===== config.mk =====
export PLATFORM = sky130hd
export DESIGN_NAME = mac_sequencer
export DESIGN_NICKNAME = d
export VERILOG_FILES = /design/src/rtl/mac_sequencer.sv
export SDC_FILE = /design/constraint.sdc
export NUM_CORES = 1
export LEC_CHECK = 0
export BUFFER_PORTS_ARGS = -buffer_cell sky130_fd_sc_hd__buf_2
export CAP_MARGIN = 25
export CORE_MARGIN = 5
export CORE_UTILIZATION = 37
export DETAILED_ROUTE_END_ITERATION = 10
export GPL_ROUTABILITY_DRIVEN = 0
export SYNTH_ARGS = -nofsm -noshare
export SYNTH_HDL_FRONTEND = slang
export SYNTH_SLANG_ARGS = --single-unit

===== constraint.sdc =====
create_clock -name CLK_IN -period 2.7 [get_ports CLK_IN]
set_input_delay 0.405 -clock CLK_IN [delete_from_list [all_inputs] [get_ports CLK_IN]]
set_output_delay 0.405 -clock CLK_IN [all_outputs]
set_load 0.005 [all_outputs]

===== src/rtl/mac_sequencer.sv =====
// Bus-mastering sequencer: fetches operand pairs, strobes the MAC, writes the result back.
// Bus accesses are 2 cycles minimum (idle + strobe) and stall on ACK_N; mul_mac=1 completes in 10 cycles.
module mac_sequencer #(
  parameter int AW      = 32,
  parameter int DW      = 32,
  parameter int LEN_W   = 16,
  parameter int TIMEOUT = 255
) (
  input  logic             CLK_IN,
  input  logic             RST_N_IN,
  input  logic             start,
  input  logic             mul_mac,
  input  logic [AW-1:0]    base_a,
  input  logic [AW-1:0]    base_b,
  input  logic [AW-1:0]    dst,
  input  logic [LEN_W-1:0] len,
  output logic             as_N,
  output logic             wr_N,
  output logic [AW-1:0]    MAO,
  output logic [DW-1:0]    MDO,
  input  logic [DW-1:0]    DI,
  input  logic             ACK_N,
  output logic             MAC_EN,
  output logic             MAC_RST,
  output logic [DW-1:0]    op_a,
  output logic [DW-1:0]    op_b,
  input  logic [DW-1:0]    mac_acc,
  output logic             busy,
  output logic             done,
  output logic             err,
  output logic [1:0]       MAC_STATE
);

  localparam int TW = $clog2(TIMEOUT + 1);

  typedef enum logic [2:0] {
    S_IDLE, S_CLR, S_RD_A, S_RD_B, S_EXEC, S_SETTLE, S_WR, S_DONE
  } state_t;

  state_t           state, state_nxt;
  logic             phase, phase_nxt;
  logic [AW-1:0]    ptr_a, ptr_b, dst_r;
  logic [LEN_W-1:0] cnt;
  logic [TW-1:0]    tmo;
  logic             ack, tmo_hit;

  // phase=0 is the idle (as_N high) cycle opening each access; phase=1 holds the strobe
  always_comb begin
    state_nxt = state;
    phase_nxt = 1'b0;
    as_N      = 1'b1;
    wr_N      = 1'b1;
    MAO       = '0;
    MAC_EN    = 1'b0;
    MAC_RST   = 1'b0;
    done      = 1'b0;
    ack       = phase && !ACK_N;
    tmo_hit   = phase && ACK_N && (tmo == TW'(TIMEOUT - 1));
    case (state)
      S_IDLE:   if (start) state_nxt = S_CLR;
      S_CLR: begin
        MAC_RST   = 1'b1;
        state_nxt = (cnt == '0) ? S_SETTLE : S_RD_A;
      end
      S_RD_A, S_RD_B, S_WR: begin
        as_N      = !phase;
        wr_N      = (state == S_WR) ? !phase : 1'b1;
        MAO       = (state == S_RD_A) ? ptr_a : (state == S_RD_B) ? ptr_b : dst_r;
        phase_nxt = 1'b1;
        if (ack) begin
          phase_nxt = 1'b0;
          state_nxt = (state == S_RD_A) ? S_RD_B : (state == S_RD_B) ? S_EXEC : S_DONE;
        end else if (tmo_hit) begin
          phase_nxt = 1'b0;
          state_nxt = S_DONE;
        end
      end
      S_EXEC: begin
        MAC_EN    = 1'b1;
        state_nxt = (cnt == LEN_W'(1)) ? S_SETTLE : S_RD_A;
      end
      S_SETTLE: state_nxt = S_WR;
      S_DONE: begin
        done      = 1'b1;
        state_nxt = S_IDLE;
      end
      default:  state_nxt = S_IDLE;
    endcase
  end

  always_ff @(posedge CLK_IN) begin
    if (!RST_N_IN) begin
      state <= S_IDLE;
      phase <= 1'b0;
    end else begin
      state <= state_nxt;
      phase <= phase_nxt;
    end
  end

  always_ff @(posedge CLK_IN) begin
    if (!RST_N_IN) begin
      ptr_a <= '0;
      ptr_b <= '0;
      dst_r <= '0;
      cnt   <= '0;
      tmo   <= '0;
      op_a  <= '0;
      op_b  <= '0;
      MDO   <= '0;
      err   <= 1'b0;
    end else begin
      tmo <= phase ? tmo + TW'(1) : '0;
      if (tmo_hit) err <= 1'b1;
      case (state)
        S_IDLE: if (start) begin
          ptr_a <= base_a;
          ptr_b <= base_b;
          dst_r <= dst;
          cnt   <= mul_mac ? LEN_W'(1) : len;
          err   <= 1'b0;
        end
        S_RD_A:   if (ack) op_a <= DI;
        S_RD_B:   if (ack) op_b <= DI;
        S_EXEC: begin
          ptr_a <= ptr_a + AW'(4);
          ptr_b <= ptr_b + AW'(4);
          cnt   <= cnt - LEN_W'(1);
        end
        S_SETTLE: MDO <= mac_acc;
        default: ;
      endcase
    end
  end

  always_comb begin
    case (state)
      S_IDLE:                 MAC_STATE = 2'd0;
      S_CLR, S_RD_A, S_RD_B:  MAC_STATE = 2'd1;
      S_EXEC, S_SETTLE:       MAC_STATE = 2'd2;
      default:                MAC_STATE = 2'd3;
    endcase
  end

  assign busy = (state != S_IDLE);

endmodule


Word level (Yosys, flattened, before mapping)
Cells that the tools add are included.
Storage, ports and cells
  output and inout bits: 137
  input bits: 181
  flip-flop bits (word level): 221
  logic and storage cells: 76
Cells by class
  reduce and logical (&&, ||, !) cells: 19
  bitwise gates (word level): 2
  equal/unequal tests: 11
  muxes and demuxes: 29
  add/sub/neg operators: 4
Operator list (count)
  two-way mux 32 bit: 5
  one-hot mux 32 bit (2 select lines): 2
  adder 32 x 3 -> 32 bit, second input constant: 2
  two-way mux 16 bit: 2
  one-hot mux 16 bit (2 select lines): 1
  two-way mux 3 bit: 6
  one-hot mux 3 bit (6 select lines): 1
  equality test 16 x 1 -> 1 bit, second input constant: 1
  zero test 16 bit: 1
  subtractor 16 x 1 -> 16 bit, second input constant: 1
  equality test 3 bit, second input constant: 4
  AND reduction 2 bit: 6
  two-way mux 1 bit: 10
  OR reduction 3 bit: 3
  adder 8 x 1 -> 8 bit, second input constant: 1
  equality test 8 bit, second input constant: 1
  equality test 3 x 2 -> 1 bit, second input constant: 2
  one-hot mux 2 bit (3 select lines): 1
  equality test 3 x 1 -> 1 bit, second input constant: 1
  logical AND 1 bit: 3
  zero test 3 bit: 1
  != test 3 bit, second input constant: 1
  nonzero test 3 bit: 1
  zero test 1 bit: 2
  other kinds (5): 6

Depth between registers and ports, before layout
Gate-level depths: netlist (run 1).
  depth after elaboration: 5
  depth in mapped cells: 8
  mapped depth without buffers: 7

Worst setup path after synthesis (run 1)
OpenSTA, ideal clock, no wires.
  path kind: register -> output
  start point: reg state[2]
  end point: out MAO[23]
  buffers on the path: 3
  stages on the path, launching flop included: 7
  path slack: 580 ps
  arrival time: 1715 ps
  cells stage by stage: dfxtp_1 buf_2 buf_1 buf_1 mux2i_1 o21ai_0 and2_1
Between the ends
  cells in the longest elaborated chain, start to end: 4
RTL lines
  start, declared: RTL line 40  | state_t state, state_nxt;
  start signal, assigned: RTL line 96  | state <= state_nxt;
  equality test 3 x 2 -> 1 bit: RTL line 59, 68
  two-way mux 32 bit (2 in a row): RTL line 68  | MAO = (state == S_RD_A) ? ptr_a : (state == S_RD_B) ? ptr_b : dst_r;
  two-way mux 32 bit (*): RTL line 59  | case (state)
  end, declared: RTL line 19  | output logic [AW-1:0] MAO,
Every way passes the cells marked *; elsewhere a longest branch is shown, timed or not.

Final worst setup path (run 1)
  start point: reg state[0]
  end point: out MAO[30]
Same word-level chain as after synthesis.

==> impl_summary.md, run 1 <==
Setup path
The gate family responsible for the most delay along the worst path is buffers and inverters. STA classifies the critical path startpoint as a flip-flop. The data arrival time of the critical path is 2.19 ns. The largest driver fanout on the critical path is 26.

The critical path's largest stage delay is 0.35 ns. For flop-to-flop paths, the worst setup slack is 0.30 ns. STA classifies the critical path endpoint as a primary output. The critical path goes through buf_6, buf_8, nor2b_2, buf_4, nand2_1, o21ai_0, and2_1, buf_2. The slowest stage of the critical path is the sky130_fd_sc_hd__dfxtp_1 cell.

The critical path is of the reg -> out type. The required time of the critical path is 2.30 ns. Together, buffers and inverters on the worst path number 4.

CTS
At the later pin of the worst-skew pair, clock insertion delay measures 0.53 ns. The clock buffer count from CTS is 26. In this run the number of H-tree levels came out at 1. Once the clock tree was built, the setup fixing pass inserted 0 buffers. After clock tree synthesis, the clock-pin slew on the worst setup and hold paths is 0.06 ns. The sink count of the clock tree is 221.

The number of buffers on the longest clock path is 3. After clock tree synthesis, the flow added hold-fix buffers numbering 0. The clock root buffer is sky130_fd_sc_hd__clkbuf_16. TritonCTS built the clock tree.

Finish
Summing all multi-input logic gate instances after layout gives 5580 um2. The register area is 4430 um2. The final net count is 1852. The area growth from synthesis to layout is 29.2%. The final-layout fill cell count is 2817. With fillers left out, the area of the finished cells amounts to 13500 um2. In the final layout, the share of cells above drive strength 1 is 25.6%.

Place
The placed instances occupy a cell area of 12500 um2. The worst setup slack after placement is 0.271 ns. In this run the tool buffered the top-level ports with 317 buffer cells. The post-DP HPWL is 26600 um.

Drt
The total via count after detailed routing is 10900. The detail route stage leaves a number of antenna-violating nets equal to 0. The number of optimization iterations in the first detailed-route pass is 5. The routed design has 36800 um of wire.

After detailed routing, the number of remaining DRC violations is 0. The final routed wire length divided by cell count is 17.8 um. The first routing iteration left 720 violations. Dividing the detail-routed via count by the number of cells gives 5.29.

Min path
The type of the most critical hold path is in -> reg.

STA
Clock skew on the completed layout was measured at 0.00749 ns. Across all setup checks in the final design, the least slack found is 0.100 ns. The final max-slew violation count is 0. Setup violations remaining at the end of the flow were counted as 0.

After layout, the worst path uses 96.3% of the clock period. Setup repair after global routing left no endpoint under its margin. The transition time at the pin with the least slew margin is 0.961 ns.

For the final routed database, the setup TNS stands at 0 ns. The worst path needs 2.60 ns of the cycle, external delays included. Based on the critical path, the design can be clocked at up to 385 MHz. The smallest hold slack is 0.113 ns. The relative max-transition margin is 35.9%.

The number of hold violations in the final report is 0.

Yosys
The synthesized netlist occupies a cell area of 10400 um2. Among all flip-flop cells after synthesis, the most frequent one is sky130_fd_sc_hd__dfxtp_1. Each instance of the synthesized netlist takes up on average 7.55 um2. The commonest cells after synthesis are 365 x sky130_fd_sc_hd__nand2_1, 221 x sky130_fd_sc_hd__dfxtp_1, 191 x sky130_fd_sc_hd__a21oi_1. The area fraction of the dominant cell type after synthesis is 42.4%.

Among all cell types in the netlist, the one instantiated most often is sky130_fd_sc_hd__nand2_1. The synthesized design contains 0 enable-type register cells. Synthesis produced a netlist with a net count of 1569.

The number of warning messages in the yosys log is 0. The synthesized design spends more area on one cell type than any other, namely sky130_fd_sc_hd__dfxtp_1. The number of synthesized register bits is 221. The post-synthesis cell count is 1382. The proportion of synthesized chip area in sequential cells is 42.4%.

The share of synthesized flip-flops with an asynchronous set or reset is 0%. By area the synthesized netlist is led by sky130_fd_sc_hd__dfxtp_1 42%, sky130_fd_sc_hd__nand2_1 13%, sky130_fd_sc_hd__a21oi_1 9.2%. Synthesis instantiated 69 different standard cells from the library.

Pwr
The total power is 11.5 mW. The peak supply drop is 480 uV. In this run, the clock network consumes 34.0% of the power. The leakage power is 5.40 nW. The switching power of the nets is 3.97 mW.

Combinational logic burns 29.3% of the power. In this run the power density over the cells is 855 nW/um2. The internal power is 7.55 mW.

The share of total power dissipated in sequential elements is 36.8%. The switching share of power is 34.5%.

GRT
Entering global routing, the biggest net connects 82 pins. Global routing finished with a remaining overflow of 0. The via count of the first global-routing pass is 10200. The global-route usage over all layers is 21.8%. The global-route wire length before repair is 55700 um. The number of antenna violations at the first check in global routing is 8.

Floorplan
The floorplan has 61 rows. The placeable core area is 27800 um2. The die is 178 um tall. The overall die width is 178 um. The starting density of the core is 37.6%. The die covers 31700 um2. The top-level I/O count is 318.

Run
The tool flagged a number of max-cap violations equal to 0.

Outcome
The flow ran to the end, and the final reports show no timing, DRC or antenna violations.
==> worst min-delay path, cell delays in order <==
cell and delay, ns:
sky130_fd_sc_hd__buf_2 0.09, sky130_fd_sc_hd__nand2_1 0.04, sky130_fd_sc_hd__a21oi_1 0.05
==> stage by stage <==
stage | instances | utilization, %
2_1_floorplan | 1382 | -
3_3_place_gp | 2015 | 44.9
3_5_place_dp | 2015 | 44.9
4_1_cts | 2063 | 48.4
5_1_grt | 2063 | 48.5
6_report | 2064 | 48.5
==> cells by family (layout without fill, tap and decap cells) <==
logic type	Yosys count	count (layout)	synth area share, %
adders and majority gates	6	6	0.720
xor gates and xnor gates	18	18	1.51
DFF	221	221	42.4
other	0	1	0
muxes	43	43	4.19
AOI/OAI and AO/OA	349	349	19.6
and+or+nand+nor	625	625	27.2
buffers and inverters	120	423	4.37
==> final timing paths <==
check / cells after the start / from / end
hold reg to reg: 2 / MDO[15] / MDO[15]
hold / removal: 3 / mac_acc[3] / MDO[3]
setup / recovery: 8 / state[0] / MAO[30]
setup reg to reg: 6 / state[1] / ptr_b[20]
==> layout make-up <==
type,instances,share of cell area (%)
diodes,1,0.0186
clock buffers,38,5.84
repair buffers,363,14.7
clock inverters,10,1.31
inverters,12,0.390
multi-input cells,1041,41.4
flip-flops and latches,221,32.9
well taps,378,3.51
==> per-layer routing <==
metal / wire length [um] / vias up / share of wire (%) / track usage, %
met4: 771 / 14 / 2.1 / 5.29
met3: 3030 / 61 / 8.2 / 5.58
li1: - / 5380 / - / -
met1: 15800 / 5069 / 43 / 28.8
met5: 92 / - / 0.25 / 0
met2: 17100 / 398 / 46 / 35.6
==> power groups by stage <==
| stage | combinational, mW | sequential (mW) | clock, mW |
|---|---|---|---|
| global placement | 3.29 | 4.28 | 0 |
| finish | 3.37 | 4.24 | 3.91 |
| detailed placement | 3.32 | 4.28 | 0 |
| global route | 3.71 | 4.30 | 4.12 |
| CTS | 3.34 | 4.22 | 3.97 |
| floorplan | 2.29 | 4.09 | 0 |
==> cells in the final DEF (no fill, tap or decap), types with 4 or more instances in the layout <==
cell type                   count
sky130_fd_sc_hd__a32oi_1        4
sky130_fd_sc_hd__o21ai_0       51
sky130_fd_sc_hd__o221ai_1       8
sky130_fd_sc_hd__o211ai_1      15
sky130_fd_sc_hd__clkbuf_16     27
sky130_fd_sc_hd__mux2i_1       38
sky130_fd_sc_hd__o22ai_1       14
sky130_fd_sc_hd__nand2_1      365
sky130_fd_sc_hd__clkbuf_8       7
sky130_fd_sc_hd__inv_1          9
sky130_fd_sc_hd__nor3_1        28
sky130_fd_sc_hd__mux2_2         4
sky130_fd_sc_hd__dfxtp_1      220
sky130_fd_sc_hd__a31oi_1       10
sky130_fd_sc_hd__buf_4         40
sky130_fd_sc_hd__and3_1        12
sky130_fd_sc_hd__a22oi_1       12
sky130_fd_sc_hd__nor4_1         9
sky130_fd_sc_hd__and2_1        36
sky130_fd_sc_hd__or3_1          9
sky130_fd_sc_hd__ha_1           6
sky130_fd_sc_hd__buf_2        317
sky130_fd_sc_hd__or4_1          4
sky130_fd_sc_hd__xnor2_1        7
sky130_fd_sc_hd__nand3_1       47
sky130_fd_sc_hd__clkbuf_1       4
sky130_fd_sc_hd__nor2_1        57
sky130_fd_sc_hd__xor2_1        11
sky130_fd_sc_hd__a2bb2oi_1      7
sky130_fd_sc_hd__or2_2          5
sky130_fd_sc_hd__a211oi_1      12
sky130_fd_sc_hd__clkinv_2       4
sky130_fd_sc_hd__bufinv_16      5
sky130_fd_sc_hd__nand4_1       22
sky130_fd_sc_hd__a21oi_1      191
==> flip-flops by register name (all words and copies together) (netlist names) <==
name   flops
op_b      32
tmo        8
MDO       32
ptr_a     32
state      3
ptr_b     32
phase      1
op_a      32
dst_r     32
cnt       16
err        1
==> repair_timing <==
| item | in CTS | in global routing |
|---|---|---|
| endpoints found under the setup margin | 24 | 29 |
| endpoints found under the hold margin | 0 | 0 |
| gates resized for setup | 3 | 5 |
No activity file was read; power rests on OpenSTA's default activity.
==> inputs of run 2 (changes only) <==
- ABC_AREA: default -> 1
- CORE_MARGIN: 5 -> default
==> run 2 against run 1 <==
  * Cell count grew 22%
  * Final area is 6.6% higher
  * First-iteration DRC count increased by 21%
  * Core utilization is 1.6 points lower
  * Critical path depth is 1 higher
  * Die area rose by 0.57%
  * Flip-flop and latch count did not move
  * Power is 5.4% higher
  * Synthesized area increased by 10%
  * Critical endpoint is now MAO[7]
  * Largest cell class unchanged
==> impl_summary.md, run 2 <==
Setup path
Along the worst path, the maximum fanout reaches 53. The cell with the largest stage delay on the worst path is sky130_fd_sc_hd__dfxtp_1. The largest single stage delay on the critical path is 0.34 ns. Grouping stages by cell kind, the critical path spends the most delay in buffers and inverters. The data arrival time of the critical path is 2.12 ns. STA classifies the critical path startpoint as a flip-flop. The sort of element at the end of the critical path is a primary output.

Counting stages on the worst path, the most repeated cell is sky130_fd_sc_hd__inv_2. The type of the worst setup path is reg -> out. The critical path goes through inv_2, nand3_2, buf_8, inv_2, nand2_1, o21ai_0, o21ai_1, inv_1, buf_2. STA puts the critical path data required time at 2.30 ns. The total buffers and inverters traversed by the critical path is 5.

Place
The count of buffers added on input and output ports is 317. The post-detailed-placement cell area is 13300 um2. The post-DP HPWL is 29500 um.

Yosys
The post-synthesis cell type count is 39. The synthesized design devotes to its leading area cell type 38.4% of total area. Sequential elements use 38.4% of the synthesized area. The post-synthesis cell count is 1814.

Ranked by instance count, the synthesized netlist is headed by 377 x sky130_fd_sc_hd__nand2_1, 362 x sky130_fd_sc_hd__nor2_1, 221 x sky130_fd_sc_hd__dfxtp_1. The cell type with the highest aggregate area in the netlist is sky130_fd_sc_hd__dfxtp_1. Yosys attributes the largest share of cell area to sky130_fd_sc_hd__dfxtp_1 38%, sky130_fd_sc_hd__nand2_1 12%, sky130_fd_sc_hd__nor2_1 12%. The post-synth net total is 2001. In this run the cell area of the synthesized design comes to 11500 um2. In the synthesized netlist the dominant register cell turns out to be sky130_fd_sc_hd__dfxtp_1. The synthesized design contains 221 register bits. The cell with the most instances after synthesis is sky130_fd_sc_hd__nand2_1.

Counting flops with a built-in enable in the synthesized netlist gives 0. Counting flops with an async set or reset pin after synthesis yields a share of 0%. The number of warning messages in the yosys log is 0. Dividing the synthesized area by the synthesized cell count gives 6.35 um2.

Drt
The per-cell via count in the routed design is 5.01. The final antenna-violating net count is 0. The routed design has 39500 um of wire. In this run, the number of DRC markers left after iteration 0 of detailed routing was 870. The number of optimization iterations in the first detailed-route pass is 8. In the routed design, unresolved DRC markers number 0. Dividing the detail-routed wire length by the instance count gives 15.7 um.

Summing over every cut layer, the via total after detailed routing is 12600.

CTS
After clock tree synthesis, the clock-pin slew on the worst setup and hold paths is 0.06 ns. Clock tree synthesis selected as its root buffer the cell sky130_fd_sc_hd__clkbuf_16. The later pin in the worst-skew pair is clocked with a latency of 0.55 ns. The TritonCTS clock tree is done. The clock buffer count from CTS is 27.

The number of buffers on the longest clock path is 3. The sink count of the clock tree is 221. The number of H-tree branching levels is 1. The cts-stage hold buffer count is 0.

STA
Setup repair after global routing left no endpoint under its margin. At the pin with the least slew margin, the transition time is 0.728 ns. The sum of negative setup slack is 0 ns. Final hold analysis gives a worst-case slack of 0.0903 ns. The number of hold violations in the final report is 0. Clock skew on the completed layout was measured at 0.0231 ns. The highest clock frequency the design can meet is 396 MHz. The final worst-path cycle share is 93.6%. Setup violations remaining at the end of the flow were counted as 0. The final max-slew violation count is 0.

The final critical-path required period is 2.53 ns. The relative max-transition margin is 51.1%.

Floorplan
The overall die width is 178 um. The die outline height is 178 um. The initialized floorplan defines 64 standard-cell rows. The placeable core area is 30600 um2.

The initial utilization of the core area, before any placement, comes to 37.6%. The top-level I/O count is 318. The die covers 31800 um2.

Finish
The area growth from synthesis to final layout is 24.7%. Leaving out fill and tap cells, the most frequent cells in the layout are 377 x sky130_fd_sc_hd__nand2_1, 362 x sky130_fd_sc_hd__nor2_1, 316 x sky130_fd_sc_hd__buf_2, 219 x sky130_fd_sc_hd__dfxtp_1, 217 x sky130_fd_sc_hd__o21ai_0. The final-layout fill cell count is 3258.

The commonest non-fill, non-tap cell in the layout is sky130_fd_sc_hd__nand2_1. Across the whole layout, storage elements account for 4430 um2. Summing all non-filler instances in the final layout gives an area of 14400 um2. The multi-input combinational cells in the finished layout cover a total of 5860 um2.

Of the cells placed in the final design, the portion with a size suffix greater than 1 is 20.3%. After the last flow step, the layout net total stands at 2281.

GRT
Entering global routing, the biggest net connects 60 pins. The global route total overflow is 0. Global routing used 23.7% of the available tracks across all layers. The global-route wire length before repair is 59200 um. The number of antenna violations at the first check in global routing was 3. The via count of the first global-routing pass came to 11100.

Outcome
The run finished with clean final reports.

Pwr
The power density over the cells is 845 nW/um2. The leakage power is 6.53 nW. The peak supply drop is 437 uV.

Min path
The type of the most critical hold path is in -> reg.

Run
The number of maximum-capacitance constraint violations is 0.
-- run 2: repair_timing --
item                       4_1_cts  5_1_grt
setup endpoints to repair       12       13
gates resized for setup          3        6
hold endpoints to repair         0        0
cloned                           0        0
buffers inserted                 2        0
pin swaps                        1        0
-- run 2: per-stage QoR --
| step | setup WS (ns) | std cells | util, % | total power [mW] |
|---|---|---|---|---|
| after CTS | 0.0358 | 2511 | 46.9 | 12.2 |
| final | 0.172 | 2514 | 46.9 | 12.1 |
| after global placement | 0.448 | 2459 | 43.6 | 8.08 |
| after floorplan | 1.05 | 1814 | - | 6.88 |
| after detailed placement | 0.432 | 2459 | 43.6 | 8.13 |
| after global routing | 0.0374 | 2513 | 46.9 | 12.9 |
-- run 2: layer usage --
layer | routed length [um] | global-route usage, % | vias to the layer above
li1 | - | - | 6363
met1 | 17400 | 32.0 | 5676
met2 | 17800 | 37.7 | 464
met3 | 2830 | 3.45 | 88
met4 | 1460 | 9.39 | 2
met5 | 10 | 0 | -
-- run 2: final timing paths --
kind | startpoint | endpoint | slack [ns] | depth (start not counted)
hold reg to reg | MDO[3] | MDO[3] | 0.44 | 2
hold / removal | dst[10] | dst_r[10] | 0.09 | 3
setup / recovery | state[2] | MAO[7] | 0.17 | 9
setup reg to reg | state[2] | ptr_b[27] | 0.69 | 8
-- run 2: worst register-to-register path: stages (launching register included) --
cell	delay (ns)
sky130_fd_sc_hd__dfxtp_1	0.32
sky130_fd_sc_hd__buf_4	0.17
sky130_fd_sc_hd__nand2_4	0.16
sky130_fd_sc_hd__inv_4	0.16
sky130_fd_sc_hd__nor2_8	0.20
sky130_fd_sc_hd__buf_4	0.53
sky130_fd_sc_hd__nor2_1	0.18
sky130_fd_sc_hd__nand2_1	0.10
sky130_fd_sc_hd__a21oi_1	0.06
-- run 2: kinds of logic after synthesis --
logic type | after synthesis | synth area share (%)
XOR/XNOR | 3 | 0.228
flip-flops | 221 | 38.4
buffers and inverters | 299 | 10.8
adder cells (fa/ha/maj) | 6 | 0.652
AO/OA/AOI/OAI | 391 | 17.8
AND/OR/NAND/NOR | 894 | 32.1
-- run 2: power breakdown --
part / internal, mW / switching, mW / leakage [nW]
clock: 2.48 / 1.53 / 0.479
sequential: 3.77 / 0.476 / 1.80
combinational: 1.31 / 2.58 / 4.25
total: 7.55 / 4.58 / 6.53
-- run 2: layout make-up --
cell class | count | area share (%)
Antenna cell | 3 | 0.0523
Clock buffer | 30 | 4.92
Clock inverter | 20 | 1.94
Inverter | 207 | 5.43
Multi-Input combinational cell | 1294 | 40.8
Sequential cell | 221 | 30.8
Tap cell | 396 | 3.45
Timing Repair Buffer | 343 | 12.6
==> inputs of run 3 (changes only) <==
- CORE_UTILIZATION: 37 -> 35
==> run 3 against run 2 <==
  * Global-route usage up 0.085 points
  * Critical path depth decreased by 2
  * Final area is 0.39% higher
  * Clock skew is 0.012 ns lower
  * Worst setup slack worse by 0.030 ns
  * Core utilization down 2.5 points
  * Clock power down 2%
  * Via count rose by 1.1%
  * Sequential share of layout area down 0.12 points
  * Flip-flop and latch count did not move
==> impl_summary.md, run 3 (synthesized netlist as in run 2, its figures left out) <==
Setup path
The signal on the critical path passes through nand3_2, nand2_4, clkinvlp_4, a21oi_1, o21ai_0, inv_1, buf_2. The number of buffers and inverters on the critical path is 3. Along the worst path, the maximum fanout reaches 8. STA classifies the critical path startpoint as a flip-flop. In this design, the stage delay of the slowest critical-path cell is 0.41 ns.

The sort of element at the end of the critical path is a primary output. The cell with the largest stage delay on the worst path is sky130_fd_sc_hd__dfxtp_2. The gate family responsible for the most delay along the worst path is compound AO/OA/AOI/OAI gates.

The data arrival time of the critical path is 2.15 ns. The critical path in this run is classified as reg -> out. STA puts the critical path data required time at 2.30 ns.

STA
Setup repair after global routing left no endpoint under its margin. Between clock sinks in the finished design, the worst skew comes to 0.0110 ns. The highest clock frequency the design can meet is 391 MHz. The final max-slew violation count is 0.

At the pin with the least slew margin, the transition time is 0.832 ns. The number of setup violations in the final report is 0. Measured against its own limit, the worst slew margin works out to 44.3%.

The worst path needs 2.56 ns of the cycle, external delays included. The sum of negative setup slack is 0 ns. The final worst-path cycle share is 94.7%.

The number of hold violations in the final report is 0.

Min path
The worst hold path belongs to the class in -> reg.

Drt
The final routed wire length divided by cell count is 16.1 um. The first TritonRoute pass finished after 5 iterations. After detailed routing, the number of remaining DRC violations is 0.

For this block, the initial DRC count from the detailed router was 923. The final wirelength is 41300 um. Summing over every cut layer, the via total after detailed routing is 12700.

The final antenna-violating net count is 0. The per-cell via count in the routed design is 4.98.

Pwr
The switching share of power is 38.3%. The relative contribution of sequential cells to total power is 34.9%. In this run the static leakage power is 6.52 nW. The peak supply drop is 518 uV. The clock share of power is 32.2%. The total power is 12.1 mW.

For this design the total switching power over the nets is 4.65 mW. Cell internal power was estimated by the tool at 7.50 mW. In this run, the combinational gates consume 32.9% of the power. The power density over the cells is 842 nW/um2.

Finish
The area growth from synthesis to final layout is 25.2%. After routing the design area is 14400 um2. Fill cells in the final layout number 3478. The final net count is 2279. Leaving out fill and tap cells, the most frequent cell in the layout is sky130_fd_sc_hd__nand2_1. The final core utilization is 44.4%. The library cells used most frequently in the layout, excluding fill and tap cells, are 377 x sky130_fd_sc_hd__nand2_1, 362 x sky130_fd_sc_hd__nor2_1, 316 x sky130_fd_sc_hd__buf_2, 220 x sky130_fd_sc_hd__o21ai_0, 219 x sky130_fd_sc_hd__dfxtp_1. The fraction of layout cells with a size suffix above 1 is 20.2%.

GRT
The number of antenna violations at the first check in global routing is 3. The global-route wire length before repair is 63300 um. The via count of the first global-routing pass is 11800.

Global routing used 23.8% of the available tracks across all layers. For this run the aggregate overflow at the end of global routing stands at 0. Entering global routing, the biggest net connects 86 pins.

CTS
TritonCTS built the clock tree. The clock root buffer is sky130_fd_sc_hd__clkbuf_16. The sink count of the clock tree is 221. Counting the buffers created by CTS gives 28. Clock-pin slew was measured on the worst setup and hold paths at 0.06 ns.

Hold repair after CTS inserted 0 buffers. The number of H-tree branching levels is 1. The clock latency on the worst-skew pair is 0.55 ns. The number of buffers on the longest clock path is 3.

Floorplan
Measured along the x axis, the die boundary spans 183 um. The initialized floorplan defines 66 standard-cell rows. The top-level I/O count is 318. The placeable core area is 32500 um2. The die outline height is 183 um.

The die covers 33600 um2. For this configuration, the core starts out at a cell density of 35.5%.

Place
After detailed placement, the total cell area comes to 13400 um2. After legalization and detailed placement, the total HPWL measured 30700 um. Buffers placed on the I/O ports in this run total 317.

Run
Max-cap violations in this run came to 0.

Outcome
The flow ran to the end, and the final reports show no timing, DRC or antenna violations.
[run 3: tightest hold or removal path, stage by stage]
cell	delay, ns
sky130_fd_sc_hd__buf_2	0.07
sky130_fd_sc_hd__nor2_1	0.03
sky130_fd_sc_hd__nor2_1	0.08
[run 3: area by class of cell]
cell class	count	area (um2)	share of cell area, %
multi-input combinational	1294	5860	40.7
inverter	207	783	5.43
antenna	3	7.51	0.0521
timing repair buffer	340	1810	12.6
tap	442	553	3.84
clock inverter	11	146	1.02
sequential	221	4430	30.7
clock buffer	40	826	5.73
[run 3: final timing paths]
check / endpoint / from / slack (ns) / cells after the start
worst max register to register: op_a[1] / state[0] / 0.69 / 8
worst min register to register: MDO[23] / MDO[23] / 0.44 / 2
worst min-delay path: dst_r[13] / dst[13] / 0.08 / 3
worst max-delay path: MAO[1] / state[1] / 0.14 / 7
[run 3: repair_timing]
item | in CTS | in global routing
setup buffers | 0 | 1
gates resized for setup | 0 | 4
setup endpoints to repair | 0 | 23
endpoints found under the hold margin | 0 | 0
[run 3: per-stage QoR]
| step | hold WS, ns | instances | setup slack, ns |
|---|---|---|---|
| 2_1_floorplan | 0.425 | 1814 | 1.05 |
| 3_3_place_gp | 0.428 | 2503 | 0.644 |
| 3_5_place_dp | 0.433 | 2503 | 0.589 |
| 4_1_cts | 0.0724 | 2554 | 0.0244 |
| 5_1_grt | 0.0929 | 2557 | 0.00772 |
| 6_report | 0.0833 | 2558 | 0.142 |
[run 3: routing by layer]
metal	vias to the layer above	track usage (%)	wire length, um
met4	0	10.8	1870
met5	-	0	0
met1	5790	30.2	17600
met2	489	39.3	19000
met3	99	3.95	2800
li1	6359	-	-
[run 3: power groups by stage]
stage	logic (mW)	registers (mW)	clock network (mW)
floorplan	2.72	4.16	0
finish	4.00	4.24	3.91
global placement	3.90	4.28	0
CTS	3.97	4.23	3.97
global route	4.49	4.31	4.11
detailed placement	3.94	4.29	0
